`src/rtl/gray_sync_decode.sv`:
```
// gray_sync_decode
//   Receiver-side stage for Gray-coded values (counter / FIFO pointers) that
//   arrive from another clock domain. The input passes through a flop-chain
//   synchronizer and is then decoded to binary. The block also reports the
//   step direction, flags multi-bit jumps and keeps a saturating error count.
//
// Parameters
//   WIDTH        code width in bits (>= 2)
//   SYNC_STAGES  synchronizer flop count (>= 2)
//
// Ports
//   clk        in   1      rising-edge clock
//   rst        in   1      synchronous, active-high reset
//   gray_in    in   WIDTH  Gray code, asynchronous to clk
//   bin_out    out  WIDTH  decoded binary of the last accepted sample
//   bin_valid  out  1      pipeline holds a real sample
//   changed    out  1      one-cycle pulse when bin_out takes a new value
//   dir_up     out  1      direction of the last legal step (1 = increment)
//   step_err   out  1      one-cycle pulse on a multi-bit jump
//   err_cnt    out  8      count of step_err pulses, saturating at 255
module gray_sync_decode #(
  parameter int WIDTH       = 4,
  parameter int SYNC_STAGES = 2
) (
  input  logic             clk,
  input  logic             rst,
  input  logic [WIDTH-1:0] gray_in,
  output logic [WIDTH-1:0] bin_out,
  output logic             bin_valid,
  output logic             changed,
  output logic             dir_up,
  output logic             step_err,
  output logic [7:0]       err_cnt
);

  localparam int FILL_W = $clog2(SYNC_STAGES + 1);
  localparam logic [FILL_W-1:0] FILL_LAST = FILL_W'(SYNC_STAGES);

  logic [WIDTH-1:0]  sync_p0 [SYNC_STAGES];
  logic [WIDTH-1:0]  gray_p1;
  logic [FILL_W-1:0] fill_cnt;

  logic [WIDTH-1:0]  new_gray;
  logic [WIDTH-1:0]  new_bin;
  logic [WIDTH-1:0]  bin_inc;
  logic [WIDTH-1:0]  diff;

  function automatic logic [WIDTH-1:0] gray_to_bin(input logic [WIDTH-1:0] g);
    logic [WIDTH-1:0] b;
    b[WIDTH-1] = g[WIDTH-1];
    for (int i = WIDTH - 2; i >= 0; i--) begin
      b[i] = b[i+1] ^ g[i];
    end
    return b;
  endfunction

  // True when more than one bit is set: clearing the lowest set bit leaves
  // something behind.
  function automatic logic multi_bit(input logic [WIDTH-1:0] d);
    return (d & (d - WIDTH'(1))) != '0;
  endfunction

  function automatic logic [7:0] sat_inc(input logic [7:0] c);
    return (c == 8'hFF) ? c : c + 8'd1;
  endfunction

  assign new_gray = sync_p0[SYNC_STAGES-1];
  assign new_bin  = gray_to_bin(new_gray);
  assign bin_inc  = bin_out + WIDTH'(1);
  assign diff     = new_gray ^ gray_p1;

  always_ff @(posedge clk) begin
    if (rst) begin
      for (int k = 0; k < SYNC_STAGES; k++) begin
        sync_p0[k] <= '0;
      end
      gray_p1   <= '0;
      fill_cnt  <= '0;
      bin_out   <= '0;
      bin_valid <= 1'b0;
      changed   <= 1'b0;
      dir_up    <= 1'b1;
      step_err  <= 1'b0;
      err_cnt   <= 8'd0;
    end else begin
      // Stage p0: synchronizer chain, last flop is the "new" sample.
      sync_p0[0] <= gray_in;
      for (int k = 1; k < SYNC_STAGES; k++) begin
        sync_p0[k] <= sync_p0[k-1];
      end

      // Stage p1: accepted sample, decoded output and status pulses.
      changed  <= 1'b0;
      step_err <= 1'b0;
      if (!bin_valid) begin
        // The chain only holds a real input once it has been refilled, so
        // the first accept carries no step information.
        if (fill_cnt == FILL_LAST) begin
          gray_p1   <= new_gray;
          bin_out   <= new_bin;
          bin_valid <= 1'b1;
        end else begin
          fill_cnt <= fill_cnt + 1'b1;
        end
      end else if (diff != '0) begin
        // Multi-bit jumps are still loaded so the block resynchronizes.
        gray_p1 <= new_gray;
        bin_out <= new_bin;
        changed <= 1'b1;
        if (multi_bit(diff)) begin
          step_err <= 1'b1;
          err_cnt  <= sat_inc(err_cnt);
        end else begin
          dir_up <= (new_bin == bin_inc);
        end
      end
    end
  end

endmodule

```
`config.mk`:
```
export PLATFORM = sky130hd
export DESIGN_NAME = gray_sync_decode
export DESIGN_NICKNAME = d
export VERILOG_FILES = /design/src/rtl/gray_sync_decode.sv
export SDC_FILE = /design/constraint.sdc
export NUM_CORES = 1
export LEC_CHECK = 0
export ABC_CLOCK_PERIOD_IN_PS = 2300
export CORE_ASPECT_RATIO = 1.4
export CORE_MARGIN = 1.5
export CORE_UTILIZATION = 51
export DETAILED_ROUTE_END_ITERATION = 7
export GPL_ROUTABILITY_DRIVEN = 0
export GPL_TIMING_DRIVEN = 0
export HOLD_SLACK_MARGIN = 0.08
export PLACE_DENSITY_LB_ADDON = 0.08
export SLEW_MARGIN = 10
export SYNTH_ARGS = -nofsm -noshare
export SYNTH_HDL_FRONTEND = slang
export SYNTH_SLANG_ARGS = --single-unit
```
`constraint.sdc`:
```
create_clock -name clk -period 2.3 [get_ports clk]
set_input_delay 0.46 -clock clk [delete_from_list [all_inputs] [get_ports clk]]
set_output_delay 0.46 -clock clk [all_outputs]
set_load 0.05 [all_outputs]
```
==> impl_metrics.yaml <==
status:
  status: "finished, final reports clean"
sta:
  worst_slew_pin_slew_ns: 0.577
  final.period_utilization_pct: 91.3
  post-route-worst-setup-slack_ns: 0.199
  grt_setup_unrepaired: "false"
  tns_ns: 0
  layout_min_cycle_time_ns: 2.10
  finClkSkew_ns: 0.00490
  report.final.setup_viol: 0
  hold_viol_final: 0
  achievable-frequency_ghz: 0.476
  slew_violations: 0
  max-slew-margin-rel_pct: 61.4
critical_path:
  worstSetupStartpointType: "flip-flop"
  worst_setup_end_kind: "output pin"
  critPathKind: "reg -> out"
  cp_data_required_time_ns: 1.84
  timing.critical_path.arrival_ns: 1.64
  crit_path_max_fanout: 3
floorplan:
  initial_utilization_pct: 54.2
  fp.dieArea_mm2: 0.00289
  fp.dieH_um: 63.0
  ioPinCount: 22
  placeableCoreArea_mm2: 0.00242
  chipWidth_um: 45.8
  rows: 21
logic_synthesis:
  syn-num-nets: 148
  synth_common_cells: "sky130_fd_sc_hd__dfxtp_1 (29), sky130_fd_sc_hd__a21oi_1 (10), sky130_fd_sc_hd__nor2_1 (10), sky130_fd_sc_hd__nor2b_1 (10), sky130_fd_sc_hd__xnor2_1 (9)"
  synthDominantCellAreaShare_pct: 44.3
  async_flop_share_pct: 0
  synth_cells: 139
  ys_warn_count: 0
  synth-seq-cells: 29
  postSynth.topFlopCell: "sky130_fd_sc_hd__dfxtp_1"
  cell_with_the_most_instances_after_synthesis: "sky130_fd_sc_hd__dfxtp_1"
  sequential_fraction_of_the_synthesis_area_pct: 44.3
  synth.top_cells.by_area: "sky130_fd_sc_hd__dfxtp_1 (44%), sky130_fd_sc_hd__xnor2_1 (6.0%), sky130_fd_sc_hd__nor2b_1 (4.8%), sky130_fd_sc_hd__a21oi_1 (3.8%), sky130_fd_sc_hd__xor2_2 (3.7%)"
  synth-edff-count: 0
  synthDistinctLibCells: 38
  synth_area_per_cell_um2: 9.42
  synth.cell_area_mm2: 0.00131
  synth_top_cell_by_area: "sky130_fd_sc_hd__dfxtp_1"
final_layout:
  final_net_count: 176
  antennaDiodeCount: 0
  fraction_of_the_core_area_covered_by_cells_at_the_end_of_the_flow_pct: 66.9
  growth_of_design_area_from_synthesis_to_finish_pct: 23.5
  layout-drive-gt1-share_pct: 8.38
  number_of_fill_cells: 209
  final_cell_area_mm2: 0.00162
  layoutNonFillerInstCount: 201
placed_design:
  placed_area_mm2: 0.00156
  detailed_place_hpwl_um: 1840
  preCtsSetupSlack_ns: 0.186
  placed_cells_incl_taps: 194
  io_buffers: 21
power_and_ir_drop:
  leakage_nw: 0.573
  power_density_mw_per_mm2: 837
  peakVddDrop_uv: 499
clock_network:
  htreeDepth: 2
  clock_sinks: 29
  cts_resized: 0
  cts_max_path_buffers: 2
  tritoncts: "done"
  cts-hold-fix-buffers: 0
  insertion_delay_ns: 0.32
  clk_transition_reported_paths_ns: 0.08
  cts-buffers-inserted: 5
  cts_setup_buffers: 0
  cts-root-buf: "sky130_fd_sc_hd__clkbuf_4"
route:
  routedWlPerCell_um: 12.9
  detail_route.first_pass.iterations: 4
  drc: 0
  drt_iter0_markers: 23
  drt_wl_total_um: 2590
  route.detailed.vias_per_inst: 5.32
  postRouteAntennaNets: 0
  vias: 1070
grt:
  grt_start_max_net_pins: 11
  antenna_found_initial: 0
  vias_in_the_first_global_route: 1065
  grt_overflow: 0
  groute.usage.overall_pct: 21.6
  first_pass_grt_wire_length_um: 4530
run:
  max_capacitance_violation_total: 0
worst_hold_path:
  hp-class: "reg -> reg"
[stage by stage]
step / hold slack, ns / power [mW]
after detailed placement: 0.428 / 1.06
after floorplan: 0.414 / 0.945
after global placement: 0.416 / 1.04
final: 0.443 / 1.35
after CTS: 0.448 / 1.37
after global routing: 0.465 / 1.45
[path summary, 6_finish.rpt]
kind,from,endpoint,slack (ns),cells after the start
min reg2reg,sync_p0[0][1],sync_p0[0][5],0.44,1
max reg2reg,sync_p0[0][5],err_cnt[5],0.21,6
min,sync_p0[0][1],sync_p0[0][5],0.44,1
max,bin_out[3],bin_out[3],0.20,2
[report_power, final]
group / total, mW / switching (mW) / internal, mW / leakage (nW)
Clock: 0.307 / 0.163 / 0.144 / 0.0314
Combinational: 0.441 / 0.266 / 0.174 / 0.305
Sequential: 0.607 / 0.0500 / 0.557 / 0.237
[cells in the final DEF, fill, tap and decap left out, types with 2 or more instances in the layout]
cell type / instances
sky130_fd_sc_hd__dfxtp_1: 29
sky130_fd_sc_hd__nor2_1: 10
sky130_fd_sc_hd__nand2_1: 5
sky130_fd_sc_hd__nor2b_1: 10
sky130_fd_sc_hd__ha_1: 3
sky130_fd_sc_hd__clkbuf_4: 5
sky130_fd_sc_hd__a211oi_1: 4
sky130_fd_sc_hd__buf_1: 2
sky130_fd_sc_hd__mux2i_1: 2
sky130_fd_sc_hd__xor2_2: 3
sky130_fd_sc_hd__nor3_1: 4
sky130_fd_sc_hd__nand3_1: 3
sky130_fd_sc_hd__o31ai_1: 2
sky130_fd_sc_hd__inv_1: 6
sky130_fd_sc_hd__and3_1: 2
sky130_fd_sc_hd__xor2_1: 3
sky130_fd_sc_hd__nor4_1: 3
sky130_fd_sc_hd__clkbuf_1: 3
sky130_fd_sc_hd__o21ai_0: 6
sky130_fd_sc_hd__xnor2_1: 9
sky130_fd_sc_hd__a21oi_1: 10
sky130_fd_sc_hd__o41ai_1: 2
sky130_fd_sc_hd__clkdlybuf4s50_1: 21
sky130_fd_sc_hd__or4_1: 3
[registers in the layout, summed over array words and instances (netlist names)]
| name | cells |
|---|---|
| bin_out | 4 |
| bin_valid | 1 |
| sync_p0 | 8 |
| step_err | 1 |
| err_cnt | 8 |
| fill_cnt | 2 |
| gray_p1 | 3 |
| dir_up | 1 |
| changed | 1 |
[per-layer routing]
layer / up-vias / GRT usage [%] / part of all wire, %
met3: 5 / 6.07 / 3.5
met2: 26 / 35.4 / 53
met5: - / 0 / 0
li1: 542 / - / -
met1: 497 / 24.3 / 42
met4: 0 / 10.7 / 1.5
[critical path, stage by stage, from the launching register on]
cell,delay (ns)
sky130_fd_sc_hd__dfxtp_1,0.41
sky130_fd_sc_hd__buf_4,0.13
sky130_fd_sc_hd__clkdlybuf4s50_1,0.78
[cell type report]
cell class | instances | area (µm²) | area share, %
timing repair buffer | 21 | 210 | 13.0
sequential | 29 | 581 | 35.9
multi-input combinational | 97 | 668 | 41.3
inverter | 6 | 22.5 | 1.39
clock buffer | 7 | 55.1 | 3.40
tap | 34 | 42.5 | 2.63
buffer | 7 | 38.8 | 2.40
[logic make-up after synthesis]
kind of cell	Yosys count	synth area share, %
AO/OA/AOI/OAI	31	14.9
adder cells (fa/ha/maj)	3	2.87
multiplexers	4	3.25
XOR/XNOR	15	11.7
flip-flops	29	44.3
buffers and inverters	13	4.68
AND/OR/NAND/NOR	44	18.2
Note: power is estimated with default switching activity, not from simulation.
